==> src/rtl/hash_sequencer.sv <==
// hash_sequencer: round-robin job sequencer for the shared Keccak-f[1600] core.
// Ports: req_i/nblk*_i request side, grant_o owner, in_* absorb lane handshake,
//   st_clr_o/lane_xor_o/lane_idx_o/perm_en_o/round_idx_o core control,
//   out_* squeeze lane handshake, done_o end-of-job pulse; ovr_rst1 async high.
module hash_sequencer #(
   parameter int unsigned ROUNDS     = 24,
   parameter int unsigned RATE_LANES = 17,
   parameter int unsigned OUT_LANES  = 4,
   parameter int unsigned NBLK_W     = 8
) (
   input  logic              clk,
   input  logic              ovr_rst1,
   input  logic [1:0]        req_i,
   input  logic [NBLK_W-1:0] nblk0_i,
   input  logic [NBLK_W-1:0] nblk1_i,
   output logic [1:0]        grant_o,
   input  logic              in_valid_i,
   output logic              in_ready_o,
   output logic              st_clr_o,
   output logic              lane_xor_o,
   output logic [4:0]        lane_idx_o,
   output logic              perm_en_o,
   output logic [4:0]        round_idx_o,
   output logic              out_valid_o,
   input  logic              out_ready_i,
   output logic              done_o
);

   typedef enum logic [2:0] {
      S_IDLE,
      S_CLEAR,
      S_ABSORB,
      S_PERMUTE,
      S_SQUEEZE,
      S_DONE
   } state_e;

   localparam logic [4:0] LAST_LANE = 5'(RATE_LANES - 1);
   localparam logic [4:0] LAST_OUT  = 5'(OUT_LANES - 1);
   localparam logic [4:0] LAST_RND  = 5'(ROUNDS - 1);

   state_e            state_q, state_d;
   logic [1:0]        grant_q, grant_d;
   logic [4:0]        lane_q, lane_d;
   logic [4:0]        round_q, round_d;
   logic [NBLK_W-1:0] blk_q, blk_d;
   logic [NBLK_W-1:0] nblk_q, nblk_d;
   logic              last_q, last_d;

   logic              st_clr_q, in_ready_q, perm_en_q;
   logic              out_valid_q, done_q;

   logic              win;
   logic [NBLK_W-1:0] nblk_sel;
   logic [NBLK_W-1:0] blk_inc;

   // Contention goes to the requester that did not own the previous job.
   assign win      = (req_i == 2'b11) ? ~last_q : req_i[1];
   assign nblk_sel = win ? nblk1_i : nblk0_i;
   assign blk_inc  = blk_q + NBLK_W'(1);

   always_comb begin
      state_d = state_q;
      grant_d = grant_q;
      lane_d  = lane_q;
      round_d = round_q;
      blk_d   = blk_q;
      nblk_d  = nblk_q;
      last_d  = last_q;
      unique case (state_q)
         S_IDLE: begin
            if (req_i != 2'b00) begin
               grant_d = win ? 2'b10 : 2'b01;
               // A zero block count still runs one block.
               nblk_d  = (nblk_sel == '0) ? NBLK_W'(1) : nblk_sel;
               blk_d   = '0;
               lane_d  = '0;
               round_d = '0;
               state_d = S_CLEAR;
            end
         end
         S_CLEAR: begin
            lane_d  = '0;
            state_d = S_ABSORB;
         end
         S_ABSORB: begin
            if (in_valid_i) begin
               if (lane_q == LAST_LANE) begin
                  round_d = '0;
                  state_d = S_PERMUTE;
               end else begin
                  lane_d = lane_q + 5'd1;
               end
            end
         end
         S_PERMUTE: begin
            if (round_q == LAST_RND) begin
               blk_d   = blk_inc;
               lane_d  = '0;
               state_d = (blk_inc == nblk_q) ? S_SQUEEZE : S_ABSORB;
            end else begin
               round_d = round_q + 5'd1;
            end
         end
         S_SQUEEZE: begin
            if (out_ready_i) begin
               if (lane_q == LAST_OUT) begin
                  state_d = S_DONE;
               end else begin
                  lane_d = lane_q + 5'd1;
               end
            end
         end
         S_DONE: begin
            last_d  = grant_q[1];
            grant_d = 2'b00;
            lane_d  = '0;
            round_d = '0;
            state_d = S_IDLE;
         end
         default: begin
            grant_d = 2'b00;
            state_d = S_IDLE;
         end
      endcase
   end

   always_ff @(posedge clk or posedge ovr_rst1) begin
      if (ovr_rst1) begin
         state_q     <= S_IDLE;
         grant_q     <= 2'b00;
         lane_q      <= '0;
         round_q     <= '0;
         blk_q       <= '0;
         nblk_q      <= '0;
         last_q      <= 1'b1;
         st_clr_q    <= 1'b0;
         in_ready_q  <= 1'b0;
         perm_en_q   <= 1'b0;
         out_valid_q <= 1'b0;
         done_q      <= 1'b0;
      end else begin
         state_q     <= state_d;
         grant_q     <= grant_d;
         lane_q      <= lane_d;
         round_q     <= round_d;
         blk_q       <= blk_d;
         nblk_q      <= nblk_d;
         last_q      <= last_d;
         st_clr_q    <= (state_d == S_CLEAR);
         in_ready_q  <= (state_d == S_ABSORB);
         perm_en_q   <= (state_d == S_PERMUTE);
         out_valid_q <= (state_d == S_SQUEEZE);
         done_q      <= (state_d == S_DONE);
      end
   end

   assign grant_o     = grant_q;
   assign in_ready_o  = in_ready_q;
   assign st_clr_o    = st_clr_q;
   assign lane_xor_o  = in_valid_i & in_ready_q;
   assign lane_idx_o  = lane_q;
   assign perm_en_o   = perm_en_q;
   assign round_idx_o = round_q;
   assign out_valid_o = out_valid_q;
   assign done_o      = done_q;

endmodule
==> config.mk <==
export PLATFORM = sky130hd
export DESIGN_NAME = hash_sequencer
export DESIGN_NICKNAME = d
export VERILOG_FILES = /design/src/rtl/hash_sequencer.sv
export SDC_FILE = /design/constraint.sdc
export NUM_CORES = 1
export LEC_CHECK = 0
export BUFFER_PORTS_ARGS = -buffer_cell sky130_fd_sc_hd__buf_4
export CAP_MARGIN = 20
export CORE_MARGIN = 1.5
export CORE_UTILIZATION = 35
export CTS_CLUSTER_DIAMETER = 100
export DETAILED_ROUTE_END_ITERATION = 12
export GPL_TIMING_DRIVEN = 0
export PLACE_DENSITY = 0.6
export SYNTH_ARGS = -nofsm -noshare
export SYNTH_HDL_FRONTEND = slang
export SYNTH_SLANG_ARGS = --single-unit
export TNS_END_PERCENT = 30
==> constraint.sdc <==
create_clock -name clk -period 3 [get_ports clk]
set_input_delay 0 -clock clk [delete_from_list [all_inputs] [get_ports clk]]
set_output_delay 0 -clock clk [all_outputs]
set_load 0.1 [all_outputs]
; ---- Word level (Yosys, flattened, before mapping)
; Cells that the tools add are included.
[word_totals]
reg_bits = 37
output_inout_bits = 18
wordCells = 82
[op_classes]
addsub = 3
eq_ne = 23
muxes = 28
bitwise_logic = 3
n_reduce_logical = 13
[op_table]
columns = operator, n
row1 = two-way mux 5 bit, 9
row2 = two-way mux 8 bit, 4
row3 = one-hot mux 5 bit (5 select lines), 1
row4 = two-way mux 3 bit, 7
row5 = one-hot mux 5 bit (4 select lines), 1
row6 = "inequality test 2 bit, second input constant", 8
row7 = one-hot mux 8 bit (2 select lines), 1
row8 = one-hot mux 3 bit (5 select lines), 1
row9 = "== test 3 x 2 -> 1 bit, second input constant", 4
row10 = "== test 3 bit, second input constant", 4
row11 = "adder 5 x 1 -> 5 bit, second input constant", 2
row12 = "== test 5 bit, second input constant", 2
row13 = "adder 8 x 1 -> 8 bit, second input constant", 1
row14 = == test 8 bit, 1
row15 = zero test 8 bit, 1
row16 = AND reduction 7 bit, 1
row17 = "== test 3 x 1 -> 1 bit, second input constant", 2
row18 = "== test 5 x 2 -> 1 bit, second input constant", 1
row19 = AND reduction 5 bit, 1
row20 = nonzero test 5 bit, 1
row21 = two-way mux 2 bit, 2
row22 = one-hot mux 2 bit (2 select lines), 1
row23 = AND reduction 2 bit, 2
row24 = nonzero test 2 bit, 2
row25 = 9 further kinds, 10

; ---- Longest topological paths before layout
[logic_depth]
word_depth = 6
depth_mapped = 7
mapped_depth_nobuf = 7

; ---- Least setup slack after synthesis
; OpenSTA, ideal clock, no wires.
[synth_timing]
path_kind = flip-flop to flip-flop
start = register lane_q[0], in the netlist lane_idx_o[0]
end = register lane_q[0], in the netlist lane_idx_o[0]
setup_time_ns = 0.126
t_arrival_ns = 2.434
slack_ns = 0.440
path_stages_with_launch = 7
n_path_buf = 0
synth_period_minus_slack_ns = 2.560
cell_sequence = dfrtp_1 -> ha_1 -> nor4b_1 -> o21ba_2 -> o21ai_0 -> nand2_1 -> mux2_2
[synth_between]
elab_chain_cells = 4
word_cells_on_any_way = 11
[synth_rtl]
columns = element, line
row1 = start: declaration, 44  ; logic [4:0] lane_q, lane_d;
row2 = start signal: assignment, 145  ; lane_q <= lane_d;
row3 = adder 5 x 1 -> 5 bit, "92, 110"
row4 = two-way mux 5 bit (on tied branches), "107, 88"
row5 = two-way mux 5 bit (on tied branches), "106, 87"
row6 = one-hot mux 5 bit (5 select lines), 70  ; unique case (state_q)
; Several ways; a longest one is shown, not always the timed one. The select of a mux whose other input is x is not followed.
; A chain may end at the register's enable or synchronous reset.

; ---- Worst setup path in the final report
[layout_timing]
start = register state_q[1]
end = register lane_q[0], in the netlist lane_idx_o[0]
[layout_between]
elab_chain_cells = 4
word_cells_on_any_way = 16
[layout_rtl]
columns = element, line
row1 = start: declaration, 42  ; state_e state_q, state_d;
row2 = start signal: assignment, 143  ; state_q <= state_d;
row3 = == test 3 x 1 -> 1 bit / == test 3 bit (equally long branches), 70
row4 = OR reduction 2 bit (no line), --
row5 = nonzero test 5 bit (no line), --
row6 = AND reduction 7 bit (no line), --
; Several ways; a longest one is shown, not always the timed one.

==> impl_metrics.json <==
{
  "grt_pass1_vias": 1683,
  "outcome": "finished, final reports clean",
  "fillCellCount": 591,
  "nets": 298,
  "setup_ws_ns": 0.782,
  "fmax_ghz": 0.451,
  "layout_commonest_cell": "buf_4",
  "io_pins": 40,
  "yosysWarnings": 0,
  "start_kind": "flop",
  "path_max_fanout": 7,
  "diodes": 0,
  "synth_cells": 224,
  "fin_area_mm2": 0.00261,
  "finalPower_mw": 2.23,
  "placed_cell_area_mm2": 0.00251,
  "setup_tns_ns": 0,
  "syn_avg_cell_area_um2": 9.46,
  "clk_pin_slew_ns": 0.08,
  "path_cells": "or3_1 > a211oi_2 > a21oi_1 > nand2_1 > mux2_2",
  "crit_family": "compound AO/OA/AOI/OAI gates",
  "cp.required_ns": 3.18,
  "slowest_stage": "a211oi_2",
  "relSlewSlack_pct": 47.7,
  "dieWidth_um": 80.8,
  "vias": 1862,
  "antenna_found_initial": 0,
  "synth-seq-cells": 37,
  "grt_setup_unrepaired": "false",
  "crit_arrival_ns": 2.40,
  "fp-row-count": 28,
  "max-cap-violations": 0,
  "setup_viol": 0,
  "ys.flop_type": "dfrtp_1",
  "fin_util_pct": 44.3,
  "root_buffer": "clkbuf_8",
  "clock_sinks": 37,
  "peakVddDrop_uv": 608,
  "cts_made_buffers": 5,
  "finalCriticalPeriod_ns": 2.22,
  "slowest_delay_ns": 0.51,
  "power_switching_mw": 1.15,
  "p_clk_share_pct": 15.6,
  "dieArea_mm2": 0.00653,
  "clk_latency_ns": 0.29,
  "drtIter0Drc": 125,
  "place_ws_ns": 0.812,
  "drt_pre_antenna_iters": 4,
  "gp_congestion": 0.800,
  "initial_core_util_pct": 36.0,
  "tightest_slew_ns": 0.783,
  "wl_mm": 4.91,
  "grt_pass1_wl_mm": 7.98,
  "ys_seq_area_share_pct": 43.7,
  "port-buffer-count": 39,
  "crit_path_end_kind": "flop",
  "power.density_mw_per_mm2": 856,
  "via_per_inst": 5.35,
  "path_class": "flop to flop",
  "syn-cell-area_mm2": 0.00212,
  "die_y_um": 80.8,
  "route.detailed.drc": 0,
  "grt_max_degree": 38,
  "seq_power_share_pct": 32.3,
  "power_frac_comb_pct": 52.1,
  "groute.usage.overall_pct": 15.9,
  "htreeDepth": 2,
  "grt_remaining_overflow": 0,
  "finalMaxSlewViolations": 0,
  "finalClockSkew_ns": 0.00662,
  "switching_share_pct": 51.7,
  "drive_above_1_share_pct": 22.0,
  "cts_tree": "built",
  "synth_edf_count": 0,
  "worstHoldPathType": "primary input to flop",
  "finalCritPeriodShare_pct": 73.9,
  "syn_nets": 250,
  "hpwl_mm": 3.50,
  "leakagePower_nw": 1.14,
  "core_mm2": 0.00589,
  "area_growth_pct": 23.1,
  "ant_nets": 0,
  "yosysUniqueCellTypes": 52,
  "p_int_mw": 1.08,
  "clockBufferDepth": 2,
  "post_cts_buffers": 0,
  "final_cell_mix": "buf_4 (39), dfrtp_1 (36), o21ai_0 (28)",
  "timing.critical_path.buf_inv": 0,
  "hold_violations": 0,
  "wl_per_cell_um": 14.1,
  "async_flop_share_pct": 100
}
-- timing repair --
action                                 4_1_cts  5_1_grt
gates resized for setup                      0        0
endpoints found under the hold margin       37        0
hold buffers                                 2        0
-- per-stage QoR --
stage | instances | hold slack, ns
4_1_cts | 348 | 0.00958
2_1_floorplan | 224 | 0.153
3_3_place_gp | 338 | 0.264
5_1_grt | 348 | 0.0149
3_5_place_dp | 338 | 0.208
6_report | 348 | 0.00799
-- registers in the layout, indices dropped and copies added (netlist names) --
| signal | flops |
|---|---|
| st_clr_o | 1 |
| round_idx_o | 5 |
| state_q | 3 |
| nblk_q | 8 |
| out_valid_o | 1 |
| perm_en_o | 1 |
| in_ready_o | 1 |
| done_o | 1 |
| last_q | 1 |
| lane_idx_o | 5 |
| grant_o | 2 |
| blk_q | 8 |
-- cells in the mapped netlist (4+ instances only) --
library cell   n  area share (%)
dfrtp_1       36              43
o21ai_0       28             6.6
a21oi_1        4            0.94
or3_1          4             1.2
nor3_1         5             1.2
ha_1           4             2.4
nor2_1        14             2.5
inv_1          6             1.1
mux2i_1        9             4.3
nand2_1       26             4.6
xnor2_1        7             2.9
nand2b_1       4             1.2
clkbuf_1       5            0.89
o31ai_1        8             2.8
nand3b_1       4             1.4
nand3_1        6             1.4
-- kinds of logic (layout without fill, tap and decap cells) --
kind of cell / count (synthesis) / after routing / synth area share, %
flops: 37 / 37 / 43.7
buf+inv: 15 / 64 / 2.83
compound gates: 64 / 64 / 20.9
fa+ha+maj: 4 / 4 / 2.36
simple gates: 85 / 85 / 21.5
mux: 11 / 11 / 5.31
xor+xnor: 8 / 8 / 3.31
-- routing by layer --
| layer | GRT usage (%) | vias to the layer above | part of all wire (%) |
|---|---|---|---|
| met5 | 0 | - | 0 |
| met2 | 23.3 | 45 | 45 |
| met1 | 22.2 | 887 | 49 |
| met3 | 4.49 | 6 | 4.7 |
| li1 | - | 924 | - |
| met4 | 5.52 | 0 | 1.4 |
-- power by group through the flow --
| stage | sequential, mW | clock, mW | combinational [mW] |
|---|---|---|---|
| 2_1_floorplan | 1.21 | 0 | 0.422 |
| 3_3_place_gp | 0.731 | 0 | 1.15 |
| 3_5_place_dp | 0.732 | 0 | 1.16 |
| 4_1_cts | 0.721 | 0.353 | 1.17 |
| 5_1_grt | 0.744 | 0.383 | 1.24 |
| 6_report | 0.722 | 0.348 | 1.16 |
-- worst paths after layout --
| kind | to | slack [ns] | depth (start not counted) | startpoint |
|---|---|---|---|---|
| setup reg to reg | lane_idx_o[0]$_DFFE_PP0P_ | 0.78 | 5 | state_q[1]$_DFF_PP0_ |
| hold / removal | nblk_q[0]$_DFFE_PP0P_ | 0.008 | 3 | nblk0_i[0] |
| max in group asynchronous | lane_idx_o[2]$_DFFE_PP0P_ | 2.09 | 3 | ovr_rst1 |
| hold reg to reg | nblk_q[1]$_DFFE_PP0P_ | 0.51 | 2 | nblk_q[1]$_DFFE_PP0P_ |
| setup / recovery | lane_idx_o[0]$_DFFE_PP0P_ | 0.78 | 5 | state_q[1]$_DFF_PP0_ |
| min in group asynchronous | in_ready_o$_DFF_PP0_ | 0.41 | 3 | ovr_rst1 |
-- tightest hold or removal path: stages --
cell and delay [ns]:
buf_4 0.07, a2111oi_0 0.05, nor3_1 0.12
-- final cells by class --
type / instances / area [um^2] / share of cell area [%]
inverters: 6 / 22.5 / 0.863
multi-input cells: 172 / 1130 / 43.4
repair buffers: 41 / 313 / 12.0
flip-flops and latches: 37 / 927 / 35.5
plain buffers: 9 / 37.5 / 1.44
well taps: 75 / 93.8 / 3.60
clock inverters: 2 / 10.0 / 0.384
clock buffers: 6 / 72.6 / 2.78
Power figures use the tool's default switching activity.
